--- src/rtl/ldtu_rx_pkg.sv ---
// Shared types and defaults for the LiTE-DTU serializer lane receiver.
package ldtu_rx_pkg;

  localparam int unsigned DEFAULT_NBITS = 32;
  localparam logic [DEFAULT_NBITS-1:0] DEFAULT_SYNC_PATTERN = 32'h5A5A_F00F;

  typedef enum logic [1:0] {
    HUNT   = 2'd0,
    VERIFY = 2'd1,
    LOCKED = 2'd2
  } rx_state_t;

endpackage

--- src/rtl/ldtu_ser_rx_align_if.sv ---
// Lane-side bundle of the serial receiver: serial input/controls towards the aligner, recovered words back.
interface ldtu_ser_rx_align_if
  import ldtu_rx_pkg::*;
#(
  parameter int unsigned NBITS = DEFAULT_NBITS
);

  logic             ser_in;
  logic             sync_mode;
  logic [NBITS-1:0] sync_pattern;
  logic             resync;
  logic [NBITS-1:0] data_out;
  logic             data_valid;
  logic             locked;
  logic             align_err;
  logic [7:0]       lock_lost_cnt;

  modport master (
    output ser_in, sync_mode, sync_pattern, resync,
    input  data_out, data_valid, locked, align_err, lock_lost_cnt
  );

  modport slave (
    input  ser_in, sync_mode, sync_pattern, resync,
    output data_out, data_valid, locked, align_err, lock_lost_cnt
  );

endinterface

--- src/rtl/ldtu_rx_lock_fsm.sv ---
// Word-alignment lock tracker: hunt for the sync word, verify it on LOCK_CNT boundaries, drop on UNLOCK_CNT bad ones.
module ldtu_rx_lock_fsm
  import ldtu_rx_pkg::*;
#(
  parameter int unsigned LOCK_CNT   = 4,
  parameter int unsigned UNLOCK_CNT = 4,
  parameter int unsigned CNT_W      = 3
) (
  input  logic clock,
  input  logic rst_b,
  input  logic boundary,
  input  logic match,
  input  logic syncMode,
  input  logic resync,
  output logic locked,
  output logic alignErr,
  output logic restartPhase_c,
  output logic emit_c,
  output logic lockLost_c
);

  rx_state_t        state, stateNext;
  logic [CNT_W-1:0] okCnt, okNext;
  logic [CNT_W-1:0] badCnt, badNext;
  logic             alignErrNext;

  // Next-state and strobe decode; resync overrides every transition.
  always_comb begin
    stateNext      = state;
    okNext         = okCnt;
    badNext        = badCnt;
    alignErrNext   = 1'b0;
    restartPhase_c = 1'b0;
    emit_c         = 1'b0;
    lockLost_c     = 1'b0;
    if (resync) begin
      stateNext = HUNT;
      okNext    = '0;
      badNext   = '0;
    end else begin
      case (state)
        HUNT: begin
          if (match) begin
            restartPhase_c = 1'b1;
            if (LOCK_CNT == 1) begin
              stateNext = LOCKED;
              okNext    = '0;
            end else begin
              stateNext = VERIFY;
              okNext    = CNT_W'(1);
            end
            badNext = '0;
          end
        end
        VERIFY: begin
          if (boundary) begin
            if (!match) begin
              stateNext = HUNT;
              okNext    = '0;
            end else if (okCnt == CNT_W'(LOCK_CNT - 1)) begin
              stateNext = LOCKED;
              okNext    = '0;
            end else begin
              okNext = okCnt + CNT_W'(1);
            end
          end
        end
        LOCKED: begin
          if (boundary) begin
            emit_c = 1'b1;
            if (syncMode && !match) begin
              alignErrNext = 1'b1;
              if (badCnt == CNT_W'(UNLOCK_CNT - 1)) begin
                stateNext  = HUNT;
                badNext    = '0;
                lockLost_c = 1'b1;
              end else begin
                badNext = badCnt + CNT_W'(1);
              end
            end else begin
              badNext = '0;
            end
          end
        end
        default: begin
          stateNext = HUNT;
          okNext    = '0;
          badNext   = '0;
        end
      endcase
    end
  end

  always_ff @(posedge clock or negedge rst_b) begin
    if (!rst_b) begin
      state    <= HUNT;
      okCnt    <= '0;
      badCnt   <= '0;
      locked   <= 1'b0;
      alignErr <= 1'b0;
    end else begin
      state    <= stateNext;
      okCnt    <= okNext;
      badCnt   <= badNext;
      locked   <= (stateNext == LOCKED);
      alignErr <= alignErrNext;
    end
  end

endmodule

--- src/rtl/ldtu_ser_rx_align.sv ---
// Receive end of one LiTE-DTU serializer lane: deserializes the bit stream and aligns it to the sync word.
module ldtu_ser_rx_align
  import ldtu_rx_pkg::*;
#(
  parameter int unsigned NBITS      = DEFAULT_NBITS,
  parameter int unsigned LOCK_CNT   = 4,
  parameter int unsigned UNLOCK_CNT = 4,
  parameter int unsigned CNT_W      = 3
) (
  input logic              clock,
  input logic              rst_b,
  ldtu_ser_rx_align_if.slave rx
);

  localparam int unsigned BIT_W  = $clog2(NBITS);
  localparam int unsigned LOST_W = 8;

  // Only NBITS-1 history bits are stored; the newest bit comes straight from ser_in.
  logic [NBITS-2:0]  sh;
  logic [NBITS-1:0]  shNext;
  logic [BIT_W-1:0]  bitCnt;
  logic [NBITS-1:0]  dataOut;
  logic              dataValid;
  logic [LOST_W-1:0] lockLostCnt;
  logic              boundary;
  logic              match;
  logic              fsmLocked;
  logic              fsmAlignErr;
  logic              restartPhase_c;
  logic              emit_c;
  logic              lockLost_c;

  assign shNext   = {sh, rx.ser_in};
  assign match    = (shNext == rx.sync_pattern);
  assign boundary = (bitCnt == BIT_W'(NBITS - 1));

  ldtu_rx_lock_fsm #(
    .LOCK_CNT   (LOCK_CNT),
    .UNLOCK_CNT (UNLOCK_CNT),
    .CNT_W      (CNT_W)
  ) u_lockFsm (
    .clock          (clock),
    .rst_b          (rst_b),
    .boundary       (boundary),
    .match          (match),
    .syncMode       (rx.sync_mode),
    .resync         (rx.resync),
    .locked         (fsmLocked),
    .alignErr       (fsmAlignErr),
    .restartPhase_c (restartPhase_c),
    .emit_c         (emit_c),
    .lockLost_c     (lockLost_c)
  );

  // Shift register and word-phase counter; a hunt match makes the next bit the first of a word.
  always_ff @(posedge clock or negedge rst_b) begin
    if (!rst_b) begin
      sh     <= '0;
      bitCnt <= '0;
    end else begin
      sh <= shNext[NBITS-2:0];
      if (restartPhase_c || boundary) begin
        bitCnt <= '0;
      end else begin
        bitCnt <= bitCnt + BIT_W'(1);
      end
    end
  end

  // Recovered word, valid strobe and saturating lock-loss counter.
  always_ff @(posedge clock or negedge rst_b) begin
    if (!rst_b) begin
      dataOut     <= '0;
      dataValid   <= 1'b0;
      lockLostCnt <= '0;
    end else begin
      dataValid <= emit_c;
      if (emit_c) begin
        dataOut <= shNext;
      end
      if (lockLost_c && (lockLostCnt != {LOST_W{1'b1}})) begin
        lockLostCnt <= lockLostCnt + LOST_W'(1);
      end
    end
  end

  assign rx.data_out      = dataOut;
  assign rx.data_valid    = dataValid;
  assign rx.locked        = fsmLocked;
  assign rx.align_err     = fsmAlignErr;
  assign rx.lock_lost_cnt = lockLostCnt;

endmodule
--- src/flat_wrapper.sv ---
// flat-port wrapper written by rule: the top's interface ports become plain ports
module ldtu_ser_rx_align_flat import ldtu_rx_pkg::*;
#(
  parameter int unsigned NBITS      = DEFAULT_NBITS,
  parameter int unsigned LOCK_CNT   = 4,
  parameter int unsigned UNLOCK_CNT = 4,
  parameter int unsigned CNT_W      = 3
)
  (clock, rst_b, rx_ser_in, rx_sync_mode, rx_sync_pattern, rx_resync, rx_data_out, rx_data_valid, rx_locked, rx_align_err, rx_lock_lost_cnt);
  ldtu_ser_rx_align_if #(.NBITS(NBITS)) rx_i ();
  input logic clock;
  input logic rst_b;
  input wire logic [$bits(rx_i.ser_in)-1:0] rx_ser_in;
  input wire logic [$bits(rx_i.sync_mode)-1:0] rx_sync_mode;
  input wire logic [$bits(rx_i.sync_pattern)-1:0] rx_sync_pattern;
  input wire logic [$bits(rx_i.resync)-1:0] rx_resync;
  output wire logic [$bits(rx_i.data_out)-1:0] rx_data_out;
  output wire logic [$bits(rx_i.data_valid)-1:0] rx_data_valid;
  output wire logic [$bits(rx_i.locked)-1:0] rx_locked;
  output wire logic [$bits(rx_i.align_err)-1:0] rx_align_err;
  output wire logic [$bits(rx_i.lock_lost_cnt)-1:0] rx_lock_lost_cnt;
  assign rx_i.ser_in = rx_ser_in;
  assign rx_i.sync_mode = rx_sync_mode;
  assign rx_i.sync_pattern = rx_sync_pattern;
  assign rx_i.resync = rx_resync;
  assign rx_data_out = rx_i.data_out;
  assign rx_data_valid = rx_i.data_valid;
  assign rx_locked = rx_i.locked;
  assign rx_align_err = rx_i.align_err;
  assign rx_lock_lost_cnt = rx_i.lock_lost_cnt;
  ldtu_ser_rx_align #(.NBITS(NBITS), .LOCK_CNT(LOCK_CNT), .UNLOCK_CNT(UNLOCK_CNT), .CNT_W(CNT_W)) u_core (.clock(clock), .rst_b(rst_b), .rx(rx_i));
endmodule
--- config.mk ---
export PLATFORM = sky130hd
export DESIGN_NAME = ldtu_ser_rx_align_flat
export DESIGN_NICKNAME = d
export VERILOG_FILES = /design/src/rtl/ldtu_rx_pkg.sv /design/src/rtl/ldtu_ser_rx_align_if.sv /design/src/rtl/ldtu_rx_lock_fsm.sv /design/src/rtl/ldtu_ser_rx_align.sv /design/src/flat_wrapper.sv
export SDC_FILE = /design/constraint.sdc
export NUM_CORES = 1
export LEC_CHECK = 0
export CAP_MARGIN = 10
export CORE_MARGIN = 8
export CORE_UTILIZATION = 54
export DETAILED_ROUTE_END_ITERATION = 8
export GPL_ROUTABILITY_DRIVEN = 1
export HOLD_SLACK_MARGIN = 0.03
export PLACE_DENSITY = 0.83
export SETUP_SLACK_MARGIN = 0.02
export SLEW_MARGIN = 0
export SYNTH_ARGS = -nofsm -noshare
export SYNTH_HDL_FRONTEND = slang
export SYNTH_SLANG_ARGS = --single-unit
--- constraint.sdc ---
create_clock -name clock -period 3.3 [get_ports clock]
set_input_delay 0.495 -clock clock [delete_from_list [all_inputs] [get_ports clock]]
set_output_delay 0.495 -clock clock [all_outputs]
set_load 0.005 [all_outputs]
After elaboration in Yosys (flattened, before gate mapping) --
Index checks and enable logic that the tools add are counted. W data, S select, Z words.
Operators by class: add/subtract/negate cells 4, equality and inequality tests 13, muxes and demuxes 37, reductions and logical operators 7
Operator list (number):
- $eq A32 B32 Y1 | 1
- $mux W3 | 10
- $pmux W3 S3 | 2
- $mux W2 | 8
- $mux W1 | 15
- $add A8 B1 Y8 const B | 1
- $ne A8 B8 Y1 const B | 1
- $add A3 B1 Y3 const B | 2
- $eq A3 B2 Y1 const B | 2
- $ne A3 B2 Y1 const B | 2
- $pmux W2 S3 | 1
- $reduce_and A3 Y1 | 2
- $add A5 B1 Y5 const B | 1
- $eq A5 B5 Y1 const B | 1
- $mux W5 | 1
- $eq A2 B2 Y1 const B | 2
- $ne A2 B2 Y1 const B | 2
- $ne A3 B3 Y1 const B | 1
- $eq A2 B1 Y1 const B | 1
- $logic_and A1 B1 Y1 | 2
- $logic_not A2 Y1 | 1
- $logic_not A1 Y1 | 1
- $logic_or A1 B1 Y1 | 1
Word-level totals: bits in registers 87, output and inout bits 43, logic and storage cells 71

Logic depth before layout (Yosys ltp) --
Gate-level depths: netlist of run 1.
depth after elaboration 8, mapped depth 8, depth with buffers taken out 7

By module --
Synthesis of run 1 repeated with hierarchy kept, for this count alone.
Second synthesis, totals: cell total of the unflattened synthesis 256, area total of the unflattened synthesis 3567.2 sq um
Modules (own cells, without submodules):
- ldtu_ser_rx_align | instances 1, cells each 195, area an instance 2931.6 sq um
- ldtu_rx_lock_fsm | instances 1, cells each 61, area an instance 635.6 sq um

Worst setup path before layout of run 1 --
Ideal clock, no wire load.
kind register to register, from reg u_core.bitCnt[0], to reg u_core.u_lockFsm.okCnt[1], setup time 0.121 ns, arrival time 1.808 ns, data required time 3.179 ns, slack 1.371 ns, cell stages (with the launch flop) 9, cells stage by stage dfrtp_1 ha_1 and3_1 ha_1 clkbuf_1 nand2b_1 a21oi_1 nor2b_1 a22o_1
On the way: word-level cells in the longest chain between the ends 3
Ends and longest elaborated chain:
- start, declared | RTL line ldtu_ser_rx_align.sv:21 | logic [BIT_W-1:0] bitCnt;
- start signal, assigned | RTL line ldtu_ser_rx_align.sv:65 | bitCnt <= bitCnt + BIT_W'(1);
- $eq A5 B5 Y1 | RTL line ldtu_ser_rx_align.sv:35 | assign boundary = (bitCnt == BIT_W'(NBITS - 1));
- $ne A3 B2 Y1 (no line)
- $reduce_and A3 Y1 (no line)
- end signal, assigned | RTL line ldtu_rx_lock_fsm.sv:103 | okCnt <= okNext;
- end, declared | RTL line ldtu_rx_lock_fsm.sv:23 | logic [CNT_W-1:0] okCnt, okNext;
Every way passes these cells. A chain may end at the register's enable or synchronous reset.

Final worst setup path of run 1 --
from in rx_sync_pattern[23], to reg u_core.u_lockFsm.badCnt[0]
On the way: word-level cells in the longest chain between the ends 7, elaborated cells on any way between the ends 9, those cells by class 2 x eq/ne; 4 x mux; 3 x reduce/logical
Ends and longest elaborated chain:
- start, declared | RTL line flat_wrapper.sv:15 | input wire logic [$bits(rx_i.sync_pattern)-1:0] rx_sync_pattern;
- $eq A32 B32 Y1 * | RTL line ldtu_ser_rx_align.sv:34 | assign match = (shNext == rx.sync_pattern);
- $logic_not A1 Y1
- $logic_and A1 B1 Y1 | RTL line ldtu_rx_lock_fsm.sv:71 | if (syncMode && !match) begin
- $mux W3 | RTL line ldtu_rx_lock_fsm.sv:71
- $mux W3 | RTL line ldtu_rx_lock_fsm.sv:69 | if (boundary) begin
- $pmux W3 S3 | RTL line ldtu_rx_lock_fsm.sv:41 | case (state)
- $mux W3 | RTL line ldtu_rx_lock_fsm.sv:36 | if (resync) begin
- end signal, assigned | RTL line ldtu_rx_lock_fsm.sv:104 | badCnt <= badNext;
- end, declared | RTL line ldtu_rx_lock_fsm.sv:24 | logic [CNT_W-1:0] badCnt, badNext;
Every way passes the cells marked *; elsewhere a longest branch is shown, timed or not. The select of a mux whose other input is x is not followed.

==> run metrics, run 1 <==
Max Slew Vio Count 0; Slew HR 30.83%; RSZ-0062 raised after global routing false; Clk network pwr share about two fifths; PortBufs 79; Unique masters post-synth 36; final cycle utilization of the critical path between 70% and 80%; area share of fa/ha/maj cells after synthesis 1.779%; drc violations 0; Power Dens Cells 440.5 nW/um2; most frequent cell after synthesis dfrtp_1; first-pass GRT wire length 12,250 um; Die ar. 9352 um2; maximum clock insertion buffer count 2; fmax 391.3 MHz; CTS tree built; clk slew on worst S/H paths 0.08 ns; worst-path maximum fanout 16; synth cell count leaders dfrtp_1 (87), xnor2_1 (35), mux2_2 (32); Syn Nets 297; largest family of logic cells by synthesized area simple AND/OR/NAND/NOR gates; GR Overflow Total 0; Initial Util 55.71%; Syn. warnings 0; asr flop ratio synth 100.0%; worst setup path category in -> reg; drt wl/cell 17.82 um; DR iter-0 viols a little under 50; clock skew 0.01260 ns; Num CTS Buffers 9; final instance count without filler cells 420; Mapped Area around 3500 um2; Max Cap Viol 0; setup violators final 0; Worst Hold Class in -> async; Setup TNS 0 ns; post-route ant nets 0; layout cell share with drive strength beyond 1 between 15 and 20%; Clock Latency Late Sink 0.34 ns; vias in the first global route 2,399; Die H ~97 um; postcts setup bufs 0; syn avg cell area 13.79 um2; VDD IR max 274.4 uV; post-synthesis sequential area ratio 61.90%; Area Overhead vs Synth 29.95%; Seq pwr share 54.9%; Hold WS ~0.32 ns; Root Buffer clkbuf_8; routability congestion estimate between 0.8 and 0.9; detailed placer's ending HPWL 5555 um; Worst Tran Pin Value 1.038 ns; EDFF count, synth 0; Cells after DPL 405; post-synthesis simple-gate area fraction between 10% and 20%; area leader, netlist dfrtp_1; combinational share of power 5.8%; xor/xnor share of the synthesized area between 10 and 15%; Primary FF master, synth dfrtp_1; final hold violations 0; io pins 80; status completed; Tmin final 2.556 ns; post_cts resized 0; Pleak ~2.0 nW; Sw Ratio between 20% and 30%; vias 2,234; Die Span X 96.71 um; Worst EP arrival 2.78 ns; post-synthesis cell count 255; core footprint 6314 um2; Psw 437.0 uW; Internal 1.576 mW; Compound-Gate Fraction of Synth Area 3.166%; mux cell area share after synthesis 10.57%; initial antenna violation count 0; ant diodes 0; DR pass1 iterations 4; row count 29; # clock sinks between 80 and 90; CP endpoint kind register; Synth Register Bits 87; CP Launch Type primary input; GRT Total Usage 16.27%; Vias/cell 5.319; pin count of the biggest net entering global routing 88; CTS H-tree depth 3; CTS hold repair buffers 0; area share of the largest cell type after synthesis 61.90%; drt total wl 7483 um; Worst EP required 3.53 ns; layout net count 381; synth top area cells dfrtp_1 (62%), mux2_2 (10%), xnor2_1 (8.7%), nand4_1 (2.0%), ha_1 (1.8%)
==> layout make-up <==
cell class                 count  area [um2]
sequential                    87        2177
clock inverter                 5       82.58
inverter                       1       3.754
timing repair buffer          81       803.3
multi-input combinational    159        1280
fill                         444        1743
tap                           77       96.34
clock buffer                  10       127.6
==> worst max-delay path, stage by stage <==
cell and delay (ns):
clkdlybuf4s50_1 0.43, xnor2_1 0.31, nand4_1 0.16, nor4_2 0.33, and2_1 0.52, o21ai_0 0.25, a22o_1 0.27
==> power by group through the flow <==
stage               clock (mW)  sequential, mW  combinational, mW
detailed placement           0            1.13              0.118
global route             0.846            1.11              0.130
finish                   0.792            1.11              0.116
CTS                      0.803            1.11              0.119
global placement             0            1.13              0.116
floorplan                    0            1.12             0.0427
==> path summary, 6_finish.rpt <==
| check | endpoint | cells past startpoint | from | slack [ns] |
|---|---|---|---|---|
| min in group clock | u_core.sh[27]$_DFF_PN0_ | 0 | u_core.sh[26]$_DFF_PN0_ | 0.41 |
| max in group asynchronous | u_core.u_lockFsm.state[1]$_DFF_PN0_ | 1 | rst_b | 2.31 |
| worst max register to register | u_core.u_lockFsm.badCnt[0]$_DFFE_PN0P_ | 6 | u_core.sh[22]$_DFF_PN0_ | 0.93 |
| worst max-delay path | u_core.u_lockFsm.badCnt[0]$_DFFE_PN0P_ | 7 | rx_sync_pattern[23] | 0.74 |
| worst min register to register | u_core.sh[27]$_DFF_PN0_ | 0 | u_core.sh[26]$_DFF_PN0_ | 0.41 |
| worst min-delay path | u_core.rx.data_out[12]$_DFFE_PN0P_ | 1 | rst_b | 0.32 |
==> per-layer routing <==
metal / global-route usage, % / vias up / part of all wire (%)
li1: - / 1072 / -
met1: 20.38 / 1100 / 45
met2: 24.43 / 53 / 47
met3: 6.330 / 9 / 6.5
met4: 6.982 / 0 / 1.7
met5: 0 / - / 0
==> stage by stage <==
step / setup WS, ns / cell area (um2) / power [mW] / utilization (%)
after floorplan: 1.371 / 3517 / 1.162 / -
after global placement: 0.5246 / 4360 / 1.241 / 69.06
after detailed placement: 0.4568 / 4360 / 1.244 / 69.06
after CTS: 0.8095 / 4571 / 2.027 / 72.39
after global routing: 0.7015 / 4571 / 2.083 / 72.39
final: 0.7444 / 4571 / 2.013 / 72.39
==> logic make-up (layout without fill, tap and decap cells) <==
family                     Yosys count  in the layout
DFF                                 87             87
buffers and inverters                9             97
AOI/OAI and AO/OA                   16             16
and+or+nand+nor                     64             64
xor gates and xnor gates            41             41
muxes                               33             33
adders and majority gates            5              5
==> state kept, by name (all words and copies together) (netlist names) <==
register and flops:
u_core.bitCnt 5, u_core.rx.data_out 32, u_core.rx.data_valid 1, u_core.rx.lock_lost_cnt 8, u_core.sh 31, u_core.u_lockFsm.alignErr 1, u_core.u_lockFsm.badCnt 3, u_core.u_lockFsm.locked 1
u_core.u_lockFsm.okCnt 3, u_core.u_lockFsm.state 2
==> cells in the final DEF, fill, tap and decap left out, types with 5 or more instances in the layout <==
| cell type | count |
|---|---|
| nand4_1 | 11 |
| xor2_1 | 6 |
| clkbuf_8 | 9 |
| mux2_2 | 32 |
| dfrtp_1 | 87 |
| nand3_1 | 7 |
| clkdlybuf4s50_1 | 78 |
| nor2b_1 | 5 |
| xnor2_1 | 35 |
| ha_1 | 5 |
| nor2_1 | 8 |
| nor3_1 | 6 |
| nand2_1 | 6 |
No activity file was read; power rests on OpenSTA's default activity.
==> run 2, diff against run 1 <==
CORE_UTILIZATION = 45   (was 54)
PLACE_DENSITY = 0.74   (was 0.83)
clock period = 2.3 ns   (was 3.3 ns; I/O delays follow)
==> run metrics, run 2 (synthesized netlist as in run 1, its figures left out) <==
crit path launch u_core.bitCnt[0]$_DFF_PN0_; hold path startpoint u_core.sh[29]$_DFF_PN0_; core footprint 7647 um2 (+21%); busiest grt layer met2; PortBufs 79 (unchanged); CTS H-tree depth 3 (unchanged); clock skew 0.01242 ns (-0.0001739 ns); Hold Path Depth 0; RSZ-0062 raised after global routing false; met1 usage 18.34% (-2.0 points); pin count of the biggest net entering global routing 44 (-50%); Cells after DPL 441 (+8.9%); maximum clock insertion buffer count 2 (unchanged); setup violators final 0 (unchanged); Tmin final 2.057 ns; row count 32 (+10%); Worst EP required 2.53 ns (-1.00 ns); Power Dens Cells 622.5 nW/um2 (+41%); vias 2,276 (+1.9%); Final Total Pwr 2.941 mW (+46%); DR iter-0 viols 38 (-22%); routability congestion estimate 0.8283 (+0.60%); initial antenna violation count 0 (unchanged); Die ar. 10,900 um2 (+17%); final cycle utilization of the critical path 89.43%; drt total wl 7447 um (-0.48%); placed cell areas 4487 um2 (+2.9%); commonest non-fill, non-tap cell in the layout dfrtp_1; detailed placer's ending HPWL 5640 um (+1.5%); Area Overhead vs Synth 34.33%; M3 GR Usage 6.196% (-0.13 points); drt wl/cell 16.30 um (-8.5%); DR pass1 iterations 4 (unchanged); ant diodes 0 (unchanged); clk slew on worst S/H paths 0.09 ns (about the same); global routing usage on met2 21.49% (-2.9 points); flop2flop setup slack 0.24 ns (-0.69 ns); Die H 104.4 um (+8.0%); CP endpoint kind register; drc violations 0 (unchanged); Clock Latency Late Sink 0.34 ns (about the same); Largest register FFs 32 (unchanged); Finished Cell Area 4725 um2 (+3.4%); most frequent cells in the layout dfrtp_1 (87), clkdlybuf4s50_1 (78), xnor2_1 (35); post_cts resized 0 (unchanged); Slew HR 65.20% (+34 points); vias in the first global route 2,522 (+5.1%); Initial Util 45.99% (-9.7 points); Max Slew Vio Count 0 (unchanged); CP Launch Type register; worst setup path category reg -> reg; Worst Hold Class reg -> reg; layout cell share with drive strength beyond 1 18.59% (+2.8 points); io pins 80 (unchanged); Pleak 2.082 nW (+3.4%); worst-path maximum fanout 7 (-9); post-route ant nets 0 (unchanged); Worst EP arrival 2.29 ns (-0.49 ns); first-pass GRT wire length 12,720 um (+3.8%); final instance count without filler cells 457 (+8.8%); Filler cells 600 (+35%); Max Cap Viol 0 (unchanged); CTS tree built; FF-to-FF path depth 6 (unchanged); Hold Crit Endpoint u_core.sh[30]$_DFF_PN0_; Vias/cell 4.980 (-6.4%); GRT Total Usage 14.61% (-1.7 points); layout net count 393 (+3.1%); status completed; fmax slightly below 500 MHz; final hold violations 0 (unchanged); Num CTS Buffers 9 (unchanged); FF-to-FF End u_core.rx.lock_lost_cnt[1]$_DFFE_PN0P_; Die Span X 104.4 um (+8.0%); Root Buffer clkbuf_8; Worst Tran Pin Value 0.5219 ns (-0.5156 ns); reg2reg start u_core.bitCnt[0]$_DFF_PN0_; # clock sinks 87 (unchanged); VDD IR max 425.8 uV (+55%); GR Overflow Total 0 (unchanged)
-- run 2: changes by cell type in the layout (fill, tap and decap cells not counted), sizes merged --
| cell | previous run | this run |
|---|---|---|
| clkinv | 2 | 0 |
| buf | 3 | 14 |
| clkbuf | 10 | 11 |
| dlygate4sd3 | 0 | 1 |
| clkinvlp | 0 | 1 |
-- run 2: area by class of cell --
type                       count  area [um2]  share of cell area (%)
multi-input combinational    159        1280                   27.09
timing repair buffer          93       908.4                   19.23
tap                          102       127.6                   2.701
inverter                       1       3.754                 0.07945
clock inverter                 4       76.32                   1.615
sequential                    87        2177                   46.08
clock buffer                  11       151.4                   3.204
-- run 2: report_power, final --
part | switching [mW] | leakage (nW) | internal (mW)
sequential | 0.0289 | 1.12 | 1.56
clock | 0.512 | 0.112 | 0.669
combinational | 0.0734 | 0.847 | 0.102
-- run 2: stage by stage --
stage | hold WS, ns | utilization, % | TNS [ns] | worst slack [ns]
floorplan | 0.04941 | - | 0 | 0.3709
global placement | 0.3565 | 58.67 | -0.08837 | -0.03914
detailed placement | 0.3582 | 58.67 | -0.6891 | -0.08910
CTS | 0.4215 | 61.78 | 0 | 0.2285
global route | 0.4411 | 61.78 | 0 | 0.08135
finish | 0.4159 | 61.78 | 0 | 0.2431
-- run 2: worst max-delay path: stages, from the launching register on --
cell and delay, ns:
dfrtp_1 0.38, ha_1 0.19, and3_1 0.17, ha_1 0.25, and3_2 0.31, nor3b_1 0.31, mux2_1 0.35
-- run 2: worst max-delay path by stage --
stage                                        endpoint  slack, ns  cells past startpoint
2_1_floorplan   u_core.u_lockFsm.okCnt[1]$_DFFE_PN0P_       0.37                      8
3_3_place_gp    u_core.u_lockFsm.okCnt[0]$_DFFE_PN0P_      -0.04                      8
3_5_place_dp    u_core.u_lockFsm.okCnt[0]$_DFFE_PN0P_      -0.09                      8
4_1_cts        u_core.rx.lock_lost_cnt[1]$_DFFE_PN0P_       0.23                      6
5_1_grt        u_core.rx.lock_lost_cnt[5]$_DFFE_PN0P_       0.08                      7
6_report       u_core.rx.lock_lost_cnt[1]$_DFFE_PN0P_       0.24                      6
-- run 2: layer usage --
| metal | vias up | share of wire [%] |
|---|---|---|
| met1 | 1117 | 47 |
| met4 | 0 | 1.3 |
| li1 | 1089 | - |
| met3 | 8 | 8.1 |
| met2 | 62 | 44 |
| met5 | - | 0 |
-- run 2: repair_timing --
item                                   in CTS  in global routing
endpoints found under the hold margin      40                  0
hold buffers                                1                  0
setup buffers                               0                  0
==> run 3, diff against run 2 <==
CTS_CLUSTER_SIZE = 16   (was not set)
SLEW_MARGIN = 10   (was 0)
==> results of run 3 <==
No change in the layout: final DEF, timing and power equal those of run 2.
